===== src/rtl/critical_error_collector.sv =====
// critical_error_collector: latches critical-error sources, drains in-flight commits, reports once, then halts.
// Optional: define CRITERR_TIMESTAMP_EN to add a free-running cycle counter and the io_err_cycle output.
module critical_error_collector #(
    parameter int NUM_SRC      = 4,
    parameter int DRAIN_CYCLES = 8
) (
    input  logic               clock,
    input  logic               reset_n,
    input  logic [NUM_SRC-1:0] io_src_err,
    input  logic [7:0]         io_coreid,
    output logic               io_out_enable,
    output logic               io_out_valid,
    output logic               io_out_criticalError,
    output logic [7:0]         io_out_coreid,
    output logic               io_halt,
`ifdef CRITERR_TIMESTAMP_EN
    output logic [31:0]        io_err_cycle,
`endif
    output logic [NUM_SRC-1:0] io_err_cause
);
    localparam logic [7:0] DRAIN_INIT = DRAIN_CYCLES[7:0];

    typedef enum logic [1:0] {IDLE, DRAIN, REPORT, HALTED} state_t;

    state_t             state;
    logic [NUM_SRC-1:0] mask;
    logic [7:0]         count;
    logic               report_q;
    logic               halt_q;

    // Collector FSM: capture sources, count down the drain window, pulse the report, then park.
    always_ff @(posedge clock) begin
        if (!reset_n) begin
            state    <= IDLE;
            mask     <= '0;
            count    <= '0;
            report_q <= 1'b0;
            halt_q   <= 1'b0;
        end else begin
            case (state)
                IDLE: begin
                    if (|io_src_err) begin
                        mask  <= io_src_err;
                        count <= DRAIN_INIT;
                        state <= DRAIN;
                    end
                end
                DRAIN: begin
                    mask <= mask | io_src_err;
                    if (count == 8'd0) begin
                        state    <= REPORT;
                        report_q <= 1'b1;
                        halt_q   <= 1'b1;
                    end else begin
                        count <= count - 8'd1;
                    end
                end
                REPORT: begin
                    state    <= HALTED;
                    report_q <= 1'b0;
                end
                default: ;
            endcase
        end
    end

`ifdef CRITERR_TIMESTAMP_EN
    logic [31:0] cycle_cnt;

    // Free-running timestamp; the value seen on the cycle of the first error is kept until reset.
    always_ff @(posedge clock) begin
        if (!reset_n) begin
            cycle_cnt    <= '0;
            io_err_cycle <= '0;
        end else begin
            cycle_cnt <= cycle_cnt + 32'd1;
            if (state == IDLE && |io_src_err)
                io_err_cycle <= cycle_cnt;
        end
    end
`endif

    assign io_out_enable        = report_q;
    assign io_out_valid         = report_q;
    assign io_out_criticalError = report_q;
    assign io_halt              = halt_q;
    assign io_out_coreid        = io_coreid;
    assign io_err_cause         = mask;
endmodule


===== config.mk =====
export PLATFORM = sky130hd
export DESIGN_NAME = critical_error_collector
export DESIGN_NICKNAME = d
export VERILOG_FILES = /design/src/rtl/critical_error_collector.sv
export SDC_FILE = /design/constraint.sdc
export NUM_CORES = 1
export LEC_CHECK = 0
export BUFFER_PORTS_ARGS = -buffer_cell sky130_fd_sc_hd__buf_4
export CAP_MARGIN = 20
export CORE_AREA = 5 5 62 64
export DETAILED_ROUTE_END_ITERATION = 10
export DIE_AREA = 0 0 67 69
export RECOVER_POWER = 50
export SLEW_MARGIN = 20
export SYNTH_ARGS = -nofsm -noshare
export SYNTH_HDL_FRONTEND = slang
export SYNTH_SLANG_ARGS = --single-unit

===== constraint.sdc =====
create_clock -name clock -period 1.85 [get_ports clock]
set_input_delay 0.2775 -clock clock [delete_from_list [all_inputs] [get_ports clock]]
set_output_delay 0.2775 -clock clock [all_outputs]
set_load 0.02 [all_outputs]

* Yosys cells after proc, flatten, opt, wreduce, memory -nomap -nowiden
Index checks and enable logic that the tools add are counted.
Word-level totals: register bits after elaboration 16, latch bits 0, RAM bits 0, memory bits (read-only) 0, logic and storage cells 33, memories 0
Operators by class: add/sub/neg operators 1, multiply operators 0, div/mod/pow operators 0, order comparisons 0, equal/unequal tests 5, shifts and indexed selects 0, multiplexer cells 10, bitwise operators 1, reductions and logical operators 11
Operators with widths (number):
- $mux 8 | 2
- $pmux 8 s2 | 1
- $logic_not 8->1 | 1
- $pmux 4 s2 | 1
- $sub 8x1->8 const B | 1
- $ne 2x2->1 const B | 3
- $pmux 2 s3 | 1
- $reduce_and 2->1 | 3
- $reduce_and 3->1 | 2
- $mux 2 | 2
- $mux 4 | 1
- $or 4x4->4 | 1
- $reduce_bool 2->1 | 2
- $reduce_or 4->1 | 1
- $reduce_bool 3->1 | 1
- $eq 2x1->1 const B | 1
- $eq 2x2->1 const B | 1
- $logic_not 2->1 | 1
- $pmux 1 s2 | 1
- $mux 1 | 1

* Depth between registers and ports, before layout
Gate-level depths: netlist of run 1.
depth after elaboration 3, gate-level depth with buffers 7, depth with buffers taken out 6

* Worst setup path before layout of run 1
No wires, ideal clock.
path kind register -> register, from reg state[1], to reg count[3], arrival 1.820 ns, required time 1.764 ns, setup slack -0.056 ns, stages on the path, launching flop included 7, path buffers 0, clock period less this slack 1.906 ns, cell sequence dfxtp_1 inv_1 ha_1 or4bb_1 o21ai_0 mux2_2 a211oi_1
Between the ends: word-level cells in the longest chain between the ends 3
Ends and longest elaborated chain:
- start, declared | line 25 | state_t state;
- start signal, assigned | line 34 | state <= IDLE;
- start signal, assigned | line 45 | state <= DRAIN;
- start signal, assigned | line 51 | state <= REPORT;
- $eq 2x1->1 or $logic_not 2->1 (tied branches) | line 40 | case (state)
- $ne 2x2->1 (no source line) or $reduce_bool 2->1 (tied branches)
- $reduce_and 3->1 (no source line)
- end signal, assigned | line 55 | count <= count - 8'd1;
- end, declared | line 27 | logic [7:0] count;
Several ways; a longest one is shown, not always the timed one. A chain may end at the register's enable or synchronous reset.

* Worst setup path after layout of run 1
from reg count[1], to reg count[3]
Between the ends: word-level cells in the longest chain between the ends 3
Ends and longest elaborated chain (line):
- $sub 8x1->8 or $logic_not 8->1 (tied branches) | 55, 50
- $mux 8 or $ne 2x2->1 (tied branches)
- $pmux 8 s2 or $reduce_and 3->1 (tied branches)
Several ways; a longest one is shown, not always the timed one. The select of a mux whose other input is x is not followed.

==> metrics, run 1 <==
number of hold violations in the final report=0; Peak VDD IR=0.000917 V; max_cap viols=0; TNS Setup=0 ns; total power=2.44 mW; HPWL after DPL=1640 um; CTS tree=done; TritonCTS buffer count=3; Worst Max-Slew Pin Slew=0.451 ns; Die Y=between 60 and 70 um; Remaining Overflow, GRT=0; GPL Wtd Cong=0.797; Area growth syn-to-layout=28.8%; outcome=completed; Hold Slack=approximately 0.21 ns; # fillers=around 320; WP data required=2.07 ns; sequential share of the synthesized area=34.3%; Die X=67 um; WL final=2110 um; worst-case clock buffer depth=2; sequential share of power=25.8%; first-pass GRT wire length=between 3000 and 4000 um; worst setup path start=count[1]; ANT nets after route=0; Setup-failing EPs final=0; FF-to-FF Start=count[1]; number of global-route vias before repair=876; RSZ-0062 raised after global routing=yes; DRC Markers=0; Final min period=1.83 ns; HP Class=primary input to flop; Root Driver=clkbuf_4; die footprint=4620 um2; Switching Power=1.06 mW; largest area contributor in the netlist=dfxtp_1; worst reg2reg setup slack=0.02 ns; part of the power in the clock network=slightly below 10%; clk slew on worst S/H paths=roughly 0.10 ns; layout net count=149; Boundary Pins=30; Yosys warning total=0; Combinational Power Share=64.4%; fmax=around 550 MHz; detailed-route wire length per cell=roughly 12 um; non-filler cells, final=173; Avg Cell Area, Syn=8.81 um2; Area contributors post-synth=dfxtp_1, ha_1, buf_4; Placed Cells=roughly 170; most frequent cells in the layout=buf_4, dfxtp_1, nor2_1, nand2_1; Synth Net Count=roughly 130; CTS sink count=16; Sw Ratio=a little over two fifths; row cnt=21; Synth Register Bits=16; top cell type's share of synthesized area=34.3%; Rel. slew slack=69.7%; Via density=4.84; port buffer count=13; most common cell after layout, fill and taps aside=buf_4; count of pins over their slew limit=0; initial antenna violation count=0; final period utilization=98.8%; Core Region=3230 um2; via count=838; Synth cell types=33; ratio of cells with drive above 1 in the final layout=38.6%; P_leak=roughly 0.52 nW; Total Routing Usage GR=roughly a tenth; H-Tree Depth=1; Post-Route Skew=0.00155 ns; Cell Area, Synth=933 um2; PD cells=~2000 nW/um2; diode count=0; initial core utilization=roughly 29%; Hold Crit Start=io_src_err[3]; Pint=1.38 mW; largest net degree at the start of global routing=10; crit path launch type=flop; CP endpoint kind=flop; DR iter-0 viols=30; cell count after synthesis=around 110; Post-Route Utilization=approximately 37%; crit path max fanout=3; Crit Path Class=flop to flop; WP data arrival=2.05 ns; Worst-Skew Late Latency=0.29 ns; first-pass iteration count of the detailed router=4
==> synth_stat cells <==
| cell type | instances |
|---|---|
| a21oi_1 | 8 |
| a21o_1 | 1 |
| ha_1 | 7 |
| a311oi_1 | 2 |
| nand2b_1 | 1 |
| a22o_1 | 4 |
| mux2i_1 | 1 |
| o41ai_4 | 1 |
| o32ai_1 | 1 |
| a21o_2 | 1 |
| nor4_2 | 1 |
| nand2_1 | 9 |
| nor3_1 | 1 |
| a211oi_1 | 1 |
| buf_1 | 1 |
| nand3_1 | 2 |
| o211ai_1 | 2 |
| or4_1 | 3 |
| nor4_1 | 1 |
| o21a_1 | 1 |
| clkbuf_1 | 1 |
| or4_4 | 1 |
| dfxtp_1 | 16 |
| inv_1 | 7 |
| o22ai_1 | 1 |
| mux2_2 | 1 |
| or3_1 | 2 |
| o21ai_0 | 5 |
| o31ai_1 | 2 |
| nor2_1 | 9 |
| and2b_2 | 1 |
| or4bb_1 | 1 |
| buf_4 | 10 |
==> power groups by stage <==
| stage | registers, mW | clock network [mW] | logic (mW) |
|---|---|---|---|
| floorplan | 0.685 | 0 | 0.913 |
| global route | 0.650 | 0.258 | 1.74 |
| finish | 0.628 | 0.239 | 1.57 |
| detailed placement | 0.629 | 0 | 1.44 |
| global placement | 0.617 | 0 | 1.40 |
| CTS | 0.623 | 0.246 | 1.48 |
==> critical path, stage by stage, from the launching register on <==
cell and delay [ns]:
dfxtp_2 0.34, inv_1 0.08, ha_2 0.17, or4bb_4 0.53
o21ai_2 0.14, mux2_4 0.31, a211oi_2 0.18
==> sequential cells by signal, indices dropped and copies added, names as in the netlist <==
name and count:
state 2, count 8, io_err_cause 4, io_out_criticalError 1, io_halt 1
==> per-stage QoR <==
step	instance area, um2	setup WS, ns
finish	1200	0.0223
global route	1200	-0.0472
CTS	1170	0.00972
detailed placement	1130	-0.0423
global placement	1130	0.0311
floorplan	950	0.00552
==> cells by family after synthesis <==
logic type / Yosys count / share of synthesized area, %
and+or+nand+nor: 32 / 18.6
AOI/OAI and AO/OA: 30 / 23.7
buffers and inverters: 19 / 11.7
DFF: 16 / 34.3
adders and majority gates: 7 / 9.38
muxes: 2 / 2.28
==> cell type report <==
| cell class | count | area (um2) | area share (%) |
|---|---|---|---|
| inverters | 7 | 26.3 | 2.19 |
| clock buffers | 4 | 36.3 | 3.02 |
| well taps | 46 | 57.6 | 4.79 |
| flip-flops and latches | 16 | 325 | 27.1 |
| multi-input cells | 71 | 554 | 46.1 |
| repair buffers | 29 | 203 | 16.9 |
==> path summary, 6_finish.rpt <==
| kind | depth (start not counted) | endpoint |
|---|---|---|
| worst min register to register | 2 | io_halt |
| worst max-delay path | 6 | count[3] |
| worst min-delay path | 2 | io_err_cause[3] |
| worst max register to register | 6 | count[3] |
==> per-layer routing <==
layer / vias up / GRT usage (%) / wire length [um]
met5: - / 0 / 0
met4: 0 / 4.73 / 13
met3: 2 / 2.11 / 62
met2: 5 / 16.7 / 1120
met1: 416 / 11.9 / 912
li1: 415 / - / -
==> what timing repair did <==
action | CTS | global route
buffers inserted | 0 | 2
gates cloned | 0 | 0
pin swaps | 0 | 6
hold buffers | 0 | 0
gates resized for setup | 4 | 11
endpoints found under the setup margin | 2 | 9
(Power assumes the default switching activity.)
==> inputs of run 2 (changes only) <==
clock period = 2 ns   (was 1.85 ns; I/O delays follow)
==> metrics, run 2 (same netlist as run 1, synthesis figures left out) <==
Worst-Skew Late Latency=0.29 ns (about the same); row cnt=21 (unchanged); most common cell after layout, fill and taps aside=dfxtp_1; crit path launch type=flop; diode count=0 (unchanged); first-pass iteration count of the detailed router=4 (unchanged); HPWL after DPL=1500 um (-8.0%); final period utilization=93.3% (-5.5 points); Root Driver=clkbuf_4; number of hold violations in the final report=0 (unchanged); most frequent cells in the layout=dfxtp_1, nand2_1, buf_4; DRC Markers=0 (unchanged); Final min period=1.87 ns (+0.0380 ns); clk slew on worst S/H paths=0.10 ns (about the same); crit path max fanout=6 (+3); CTS sink count=16 (unchanged); Rel. slew slack=71.2% (+1.5 points); Post-Route Skew=0.00312 ns (+0.00156 ns); sequential share of power=30.6% (+4.8 points); Area growth syn-to-layout=13.7%; WL final=1910 um (-9.5%); Switching Power=0.876 mW (-17%); Post-CTS Resized=0 (-4); number of global-route vias before repair=776 (-11%); via count=773 (-7.8%); largest net degree at the start of global routing=13 (+3); PD cells=1810 nW/um2 (-11%); Total Routing Usage GR=8.49% (-1.5 points); initial antenna violation count=0 (unchanged); Sw Ratio=45.6% (+2.2 points); H-Tree Depth=1 (unchanged); GPL Wtd Cong=0.760 (-4.6%); outcome=completed; TNS Setup=0 ns (unchanged); Pint=1.05 mW (-24%); Crit Path Class=flop to flop; Cell Area, Placed=1040 um2 (-8.1%); Core Region=3230 um2 (unchanged); Final Cell Area=1060 um2 (-12%); Post-Route Utilization=32.8% (-4.4 points); DR iter-0 viols=10 (-67%); postcts setup bufs=0 (unchanged); max_cap viols=0 (unchanged); layout net count=137 (-8.1%); Die X=67 um (unchanged); detailed-route wire length per cell=11.8 um (-2.8%); fmax=536 MHz (-2.0%); Boundary Pins=30 (unchanged); Remaining Overflow, GRT=0 (unchanged); initial core utilization=28.9% (unchanged); P_leak=0.434 nW (-16%); Die Y=69 um (unchanged); Biggest register=count; Worst Max-Slew Pin Slew=0.431 ns (-0.0199 ns); count of pins over their slew limit=0 (unchanged); max FFs per register=8 (unchanged); RSZ-0062 raised after global routing=no; CP endpoint kind=flop; Setup-failing EPs final=0 (unchanged); ratio of cells with drive above 1 in the final layout=20.9% (-18 points); TritonCTS buffer count=3 (unchanged); first-pass GRT wire length=3240 um (-13%); Peak VDD IR=0.000796 V (-13%); worst-case clock buffer depth=2 (unchanged); part of the power in the clock network=11.3% (+1.5 points); cts hold-fix bufs=0 (unchanged); HP Class=primary input to flop; CTS tree=done; ANT nets after route=0 (unchanged); Combinational Power Share=58.0% (-6.4 points); WP data required=2.21 ns (+0.14 ns); die footprint=4620 um2 (unchanged); Via density=4.80 (-0.88%); port buffer count=13 (unchanged); WP data arrival=2.08 ns (+0.03 ns)
[run 2: routing by layer]
layer,up-vias,wire length [um],GRT usage [%]
met1,368,877,11.6
li1,389,-,-
met4,0,0,2.93
met5,-,0,0
met2,16,928,12.9
met3,0,100,1.95
[run 2: final timing paths]
path	start	slack (ns)	cells past startpoint	to
setup / recovery	state[1]	0.13	6	count[3]
setup reg to reg	state[1]	0.13	6	count[3]
hold reg to reg	io_halt	0.48	2	io_halt
hold / removal	io_src_err[2]	0.23	2	io_err_cause[2]
[run 2: area by class of cell]
| cell class | instances | area, um2 |
|---|---|---|
| repair buffers | 17 | 97.6 |
| inverters | 7 | 26.3 |
| well taps | 46 | 57.6 |
| fillers | 348 | 2170 |
| clock buffers | 4 | 36.3 |
| flip-flops and latches | 16 | 322 |
| multi-input cells | 71 | 522 |
[run 2: critical path, cell delays in order (launching register included)]
cell and delay (ns):
dfxtp_1 0.35, inv_1 0.14, ha_4 0.19, or4bb_1 0.42, o21ai_1 0.15, mux2_2 0.34, a211oi_1 0.20
[run 2: through the flow]
step	hold WS [ns]	power [mW]	instances	setup WS (ns)
finish	0.230	1.92	161	0.134
floorplan	0.425	1.45	106	0.0943
global route	0.224	2.09	161	0.0285
CTS	0.227	1.95	161	0.00690
global placement	0.463	1.70	157	0.0932
detailed placement	0.470	1.73	157	0.0338
[run 2: power groups by stage]
stage / logic (mW) / clock network, mW / registers (mW)
3_3_place_gp: 1.12 / 0 / 0.583
2_1_floorplan: 0.818 / 0 / 0.628
4_1_cts: 1.15 / 0.225 / 0.583
6_report: 1.12 / 0.218 / 0.589
3_5_place_dp: 1.14 / 0 / 0.590
5_1_grt: 1.24 / 0.249 / 0.607
